==> src/rtl/alu_pkg.sv <==
// alu_pkg: shared opcode constants, operand width and command record for the safe ALU path.
package alu_pkg;
  localparam int W = 8;
  localparam logic [2:0] OP_ADD = 3'b000;
  localparam logic [2:0] OP_SUB = 3'b001;
  localparam logic [2:0] OP_AND = 3'b010;
  localparam logic [2:0] OP_OR  = 3'b011;
  localparam logic [2:0] OP_DIV = 3'b100;
  localparam logic [2:0] OP_MOD = 3'b101;
  typedef struct packed {
    logic [W-1:0] a;
    logic [W-1:0] b;
    logic [2:0]   op;
  } cmd_t;
endpackage

==> src/rtl/sync_fifo.sv <==
// sync_fifo: single-clock FIFO with wrapping pointers and an occupancy count one bit wider than the pointers.
module sync_fifo #(
  parameter int WIDTH = 8,
  parameter int DEPTH = 4
) (
  input  logic             clk,
  input  logic             rst,
  input  logic             push,
  input  logic             pop,
  input  logic [WIDTH-1:0] wdata,
  output logic [WIDTH-1:0] rdata,
  output logic             full,
  output logic             empty
);
  localparam int AW = $clog2(DEPTH);
  logic [WIDTH-1:0] mem [DEPTH];
  logic [AW-1:0] wr_ptr, rd_ptr;
  logic [AW:0] count;
  logic do_push, do_pop;
  assign full = count == (AW+1)'(DEPTH);
  assign empty = count == '0;
  assign do_push = push && !full;
  assign do_pop = pop && !empty;
  assign rdata = mem[rd_ptr];
  always_ff @(posedge clk)
    if (do_push) mem[wr_ptr] <= wdata;
  always_ff @(posedge clk) begin
    if (rst) begin
      wr_ptr <= '0;
      rd_ptr <= '0;
      count <= '0;
    end else begin
      wr_ptr <= wr_ptr + AW'(do_push);
      rd_ptr <= rd_ptr + AW'(do_pop);
      count <= count + (AW+1)'(do_push) - (AW+1)'(do_pop);
    end
  end
endmodule

==> src/rtl/alu_op_sequencer.sv <==
// alu_op_sequencer: buffers ALU commands, drives the FIFO head to the ALU and registers tagged results with error accounting.
module alu_op_sequencer
  import alu_pkg::*;
#(
  parameter int DEPTH = 4,
  parameter int W = alu_pkg::W
) (
  input  logic         clk,
  input  logic         rst,
  input  logic         in_valid,
  output logic         in_ready,
  input  logic [W-1:0] in_a,
  input  logic [W-1:0] in_b,
  input  logic [2:0]   in_op,
  output logic [W-1:0] alu_a,
  output logic [W-1:0] alu_b,
  output logic [2:0]   alu_op,
  input  logic [W-1:0] alu_result,
  input  logic         alu_error,
  output logic         out_valid,
  input  logic         out_ready,
  output logic [W-1:0] out_result,
  output logic         out_error,
  output logic [7:0]   out_seq,
  input  logic         err_clr,
  output logic         err_flag,
  output logic [7:0]   err_count
);
  cmd_t wr_cmd, head;
  logic full, empty, free, pop;
  logic [7:0] seq;
  assign wr_cmd = '{a: in_a, b: in_b, op: in_op};
  assign in_ready = !rst && !full;
  assign free = !out_valid || out_ready;
  assign pop = free && !empty;
  assign alu_a = empty ? '0 : head.a;
  assign alu_b = empty ? '0 : head.b;
  assign alu_op = empty ? '0 : head.op;
  sync_fifo #(.WIDTH($bits(cmd_t)), .DEPTH(DEPTH)) u_fifo (
    .clk(clk),
    .rst(rst),
    .push(in_valid && in_ready),
    .pop(pop),
    .wdata(wr_cmd),
    .rdata(head),
    .full(full),
    .empty(empty)
  );
  always_ff @(posedge clk) begin
    if (rst) begin
      out_valid <= 1'b0;
      out_result <= '0;
      out_error <= 1'b0;
      out_seq <= '0;
      seq <= '0;
      err_flag <= 1'b0;
      err_count <= '0;
    end else begin
      if (free) out_valid <= !empty;
      if (pop) begin
        out_result <= alu_result;
        out_error <= alu_error;
        out_seq <= seq;
        seq <= seq + 8'd1;
      end
      // an errored capture outranks a same-cycle clear
      err_flag <= (pop && alu_error) || (err_flag && !err_clr);
      if (pop && alu_error && err_count != 8'hFF) err_count <= err_count + 8'd1;
    end
  end
endmodule

==> config.mk <==
export PLATFORM = sky130hd
export DESIGN_NAME = alu_op_sequencer
export DESIGN_NICKNAME = d
export VERILOG_FILES = /design/src/rtl/alu_pkg.sv /design/src/rtl/sync_fifo.sv /design/src/rtl/alu_op_sequencer.sv
export SDC_FILE = /design/constraint.sdc
export NUM_CORES = 1
export LEC_CHECK = 0
export ABC_CLOCK_PERIOD_IN_PS = 3200
export CORE_MARGIN = 2
export CORE_UTILIZATION = 48
export DETAILED_ROUTE_END_ITERATION = 12
export GPL_ROUTABILITY_DRIVEN = 0
export PLACE_DENSITY = 0.81
export SYNTH_ARGS = -nofsm -noshare
export SYNTH_HDL_FRONTEND = slang
export SYNTH_HIERARCHICAL = 1
export SYNTH_SLANG_ARGS = --single-unit
export TNS_END_PERCENT = 10
==> constraint.sdc <==
create_clock -name clk -period 3.2 [get_ports clk]
set_clock_uncertainty 0.2 [all_clocks]
set_input_delay 0.8 -clock clk [delete_from_list [all_inputs] [get_ports clk]]
set_output_delay 0.8 -clock clk [all_outputs]
set_load 0.005 [all_outputs]
---- Word level (Yosys, flattened, before mapping) ----
Memories as Yosys holds them, arrays and structs flattened. A register that Yosys moved wholly into a read port is not among the register bits.
Cells that the tools add are included.
cells by class
  $add $sub $neg .......................... 6
  equality and inequality tests ........... 2
  mux-type cells .......................... 6
  reductions and logical operators ........ 16
operators with widths
  kind                                                            number
  8-bit by 1-bit adder with 8-bit output (second input constant)  2
  8-bit 2-to-1 mux                                                2
  1-bit logical AND                                               8
  8-bit inequality test (second input constant)                   1
  1-bit logical NOT                                               5
  2-bit by 1-bit adder with 2-bit output                          2
  3-bit by 1-bit adder with 3-bit output                          1
  3-bit equality test (second input constant)                     1
  3-bit logical NOT                                               1
  3-bit 2-to-1 mux                                                1
  3-bit by 1-bit subtractor with 3-bit output                     1
  1-bit logical OR                                                2
  1-bit 2-to-1 mux                                                2
  2-bit 2-to-1 mux                                                1
storage, ports and cells
  register bits after elaboration ......... 42
  bits in writable memories ............... 76
  bits of input ports ..................... 33
  word-level logic and storage cells ...... 41
  memories ................................ 1
memories
  name        words  width  read ports  clocked after Yosys merged registers in  wr ports  RTL line         source
  u_fifo.mem  4      19     1           1                                        1         sync_fifo.sv:16  logic [WIDTH-1:0] mem [DEPTH];

---- Logic depth before layout (Yosys ltp) ----
  depth after elaboration ................. 7
  mapped depth ............................ 12

---- By module ----
The synthesis kept the hierarchy.
modules (own cells, without submodules)
  module            times used  cells each  area each (um2)  sequential area each (um2)
  sync_fifo         1           134         3098.0           2422.3
  alu_op_sequencer  1           192         1674.1           700.7

---- Least setup slack after synthesis ----
Ideal clock, no wire load.
  kind .................................... input port to flip-flop
  start point ............................. in rst
  end point ............................... mem u_fifo/mem[1][0] (netlist name) (enable)
  arrival time ............................ 2.872 ns
  required time ........................... 2.577 ns
  path slack .............................. -0.295 ns
  cell stages on the path ................. 5
  buffers on the path ..................... 1
  path through ............................ clkbuf_1 nor2_1 and2_1 nand2b_4 nor3b_1
on the way
  cells in the longest elaborated chain, start to end .. 6
RTL lines
  what                                    RTL line                source
  from (decl)                             alu_op_sequencer.sv:9   input logic rst,
  1-bit logical NOT                       alu_op_sequencer.sv:33  assign in_ready = !rst && !full;
  1-bit logical AND                       alu_op_sequencer.sv:33
  net in_ready                            alu_op_sequencer.sv:11  output logic in_ready,
  1-bit logical AND                       alu_op_sequencer.sv:42  .push(in_valid && in_ready),
  1-bit logical AND                       sync_fifo.sv:22         assign do_push = push && !full;
  1-bit 2-to-1 mux                        sync_fifo.sv:26         if (do_push) mem[wr_ptr] <= wdata;
  1-bit 2-to-1 mux (implied by the code)  sync_fifo.sv:26
  to (decl)                               sync_fifo.sv:16
The timed path passes the listed nets, and every way through them passes these cells.

==> impl_metrics.yaml <==
job:
  max_cap_violations: 0
logic_synthesis:
  synth.distinct_cells: 48
  synth_edf_count: 76
  syn_area_sq_um: 4770
  ys_warn_count: 6
  syn_area_per_cell_sq_um: 14.6
  netlist_instances: 326
  ys_ff_latch: 118
  synthFlopType: "edfxtp_1"
  async_reset_ff_frac: 0
  yosysSeqAreaShare: 0.654
  synth_nets: 364
place:
  dpl.cell_count: 538
  placed_area_sq_um: 5830
  io_buffers: 79
  hpwl_microns: 6070
hold_path:
  hold_class: "reg2reg"
  holdPathStages: 2
pwr:
  power.density_nw_per_um2: 826
  finalPower_w: 0.00538
  ir_worst_vdd_mv: 0.640
  leakagePower_nw: 2.33
sta:
  timing.fmax_ghz: 0.318
  tns_ns: 0
  tightest_slew_ns: 0.861
  whs_ns: 0.256
  finalSetupViolations: 0
  grt_setup_unrepaired: "true"
  maxSlewHeadroom: 0.425
  fin_crit_sh: 0.982
  finalCriticalPeriod_ns: 3.14
  final_hold_viol_count: 0
  slew_violations: 0
finish:
  multiInputGateArea_sq_um: 1570
  stdcell_count: 573
  antenna_cells: 0
  fillers: 685
  seq_area_sq_um: 3130
  final_cell_mix: "edfxtp_1, clkdlybuf4s50_1, dfxtp_1"
  mostFrequentLayoutCell: "edfxtp_1"
  syn_to_final_growth_pct: 36.5
  nNetsFinal: 465
  final_layout_size_suffix_gt1_frac: 0.216
  fin_area_sq_um: 6510
clocking:
  cts_made_buffers: 17
  cts_buffer_depth: 2
  insertion_delay_ns: 0.52
  clock-sinks: 118
  cts_tree: "yes"
  h-tree-depth: 4
  holdBufCountCts: 0
  clockRootBuffer: "clkbuf_8"
  path_clk_slew_ns: 0.06
worst_setup_path:
  crit_required_ns: 2.20
  cp.arrival_ns: 2.14
  crit_path_start_kind: "flop"
  path_buf_inv: 2
  reg2reg_depth: 10
  worst-path-stages: 4
  crit_chain: "buf_16 -> mux4_2 -> nor2b_1 -> clkdlybuf4s50_1"
  path_delay_family: "buffers and inverters"
  cp-end-kind: "primary output"
  regToRegSetupSlack_ns: 0.60
  cpMaxStageDelayCell: "mux4_2"
  path_class: "reg2out"
  slowest_delay_ns: 0.48
  path_max_fanout: 5
detailed_routing:
  drc: 0
  wl_microns: 9900
  dr.pass1.iters: 4
  ant_nets: 0
  via_per_inst: 5.25
  wl_per_cell_microns: 17.3
  drt_first_iter_violations: 108
  via_count: 3006
global_routing:
  grt_usage: 0.194
  antenna_found_initial: 0
  grt_max_degree: 45
  grt_pass1_wl_microns: 15900
  grt_pass1_vias: 3101
  grt-ovfl-total: 0
floorplan:
  die_w_microns: 104
  initial_core_util: 0.490
  io-pin-count: 80
  die_h_microns: 104
  core_area_sq_um: 9730
  dieArea_sq_um: 10800
  rows: 36
status:
  outcome: "finished, final reports clean"
## path summary, 6_finish.rpt
| check | from | to |
|---|---|---|
| min | out_result[6] | out_result[6] |
| min reg2reg | out_result[6] | out_result[6] |
| max | u_fifo/rd_ptr[0] | alu_op[2] |
| max reg2reg | u_fifo/count[2] | u_fifo/count[2] |
## state kept, by name (all words and copies together) (netlist names)
register / count
u_fifo/wr_ptr: 2
err_count: 8
err_flag: 1
seq: 8
u_fifo/mem: 76
out_seq: 8
u_fifo/count: 3
out_result: 8
u_fifo/rd_ptr: 2
out_valid: 1
out_error: 1
## cells in the mapped netlist, types with 3 or more instances
cell type   n  area share
a21oi_1    21       0.022
dfxtp_1    42        0.18
nor2b_1    24       0.031
and3_1      3      0.0039
mux4_2     19       0.090
xnor2_1    11       0.020
clkbuf_1    7      0.0055
ha_1        4       0.010
nor3b_1     3      0.0047
nand2_1    40       0.031
edfxtp_1   76        0.48
nand3_1     3      0.0031
buf_4       5      0.0079
nand2b_1    5      0.0066
nor3_1      6      0.0063
nor2_1     16       0.013
## through the flow
step	util	worst slack (ns)
2_1_floorplan	-	-0.285
3_5_place_dp	0.599	0.0430
4_1_cts	0.664	0.00589
5_1_grt	0.669	-0.000662
3_3_place_gp	0.599	0.125
6_report	0.669	0.0590
## power by group
group | switching [W] | internal [W]
sequential | 0.000116 | 0.00177
combinational | 0.000723 | 0.000833
clock | 0.000731 | 0.00121
total | 0.00157 | 0.00381
## cells by family (layout without fill, tap and decap cells)
kind of cell,count (synthesis),count (layout),synth area share
flip-flops,118,118,0.654
AND/OR/NAND/NOR,117,117,0.141
AO/OA/AOI/OAI,32,32,0.0475
multiplexers,21,21,0.0949
buffers and inverters,20,134,0.0239
XOR/XNOR,13,13,0.0239
adder cells (fa/ha/maj),5,5,0.0147
## routing by layer
| layer | vias up | global-route usage | routed length [microns] |
|---|---|---|---|
| met5 | - | 0 | 0 |
| met4 | 0 | 0.0888 | 224 |
| met3 | 20 | 0.0566 | 616 |
| met2 | 121 | 0.338 | 5180 |
| met1 | 1460 | 0.220 | 3880 |
| li1 | 1405 | - | - |
## tightest hold or removal path, delay by kind of cell, from the launching register on
| kind | cells | cell delay (ns) |
|---|---|---|
| flip-flops | 1 | 0.31 |
| AND/OR/NAND/NOR | 1 | 0.05 |
| AO/OA/AOI/OAI | 1 | 0.05 |
## what timing repair did
action / in CTS / in global routing
gates cloned: 1 / 1
gates resized for setup: 14 / 8
setup endpoints to repair: 19 / 8
buffers inserted: 0 / 1
pin swaps: 0 / 1
## final cells by class
type                            count  area share
Clock buffer                       17      0.0636
Inverter                            4     0.00269
Sequential cell                   118       0.480
Tap cell                          133      0.0256
Clock inverter                     15      0.0292
Timing Repair Buffer               98       0.158
Multi-Input combinational cell    188       0.241
(Power assumes the default switching activity.)
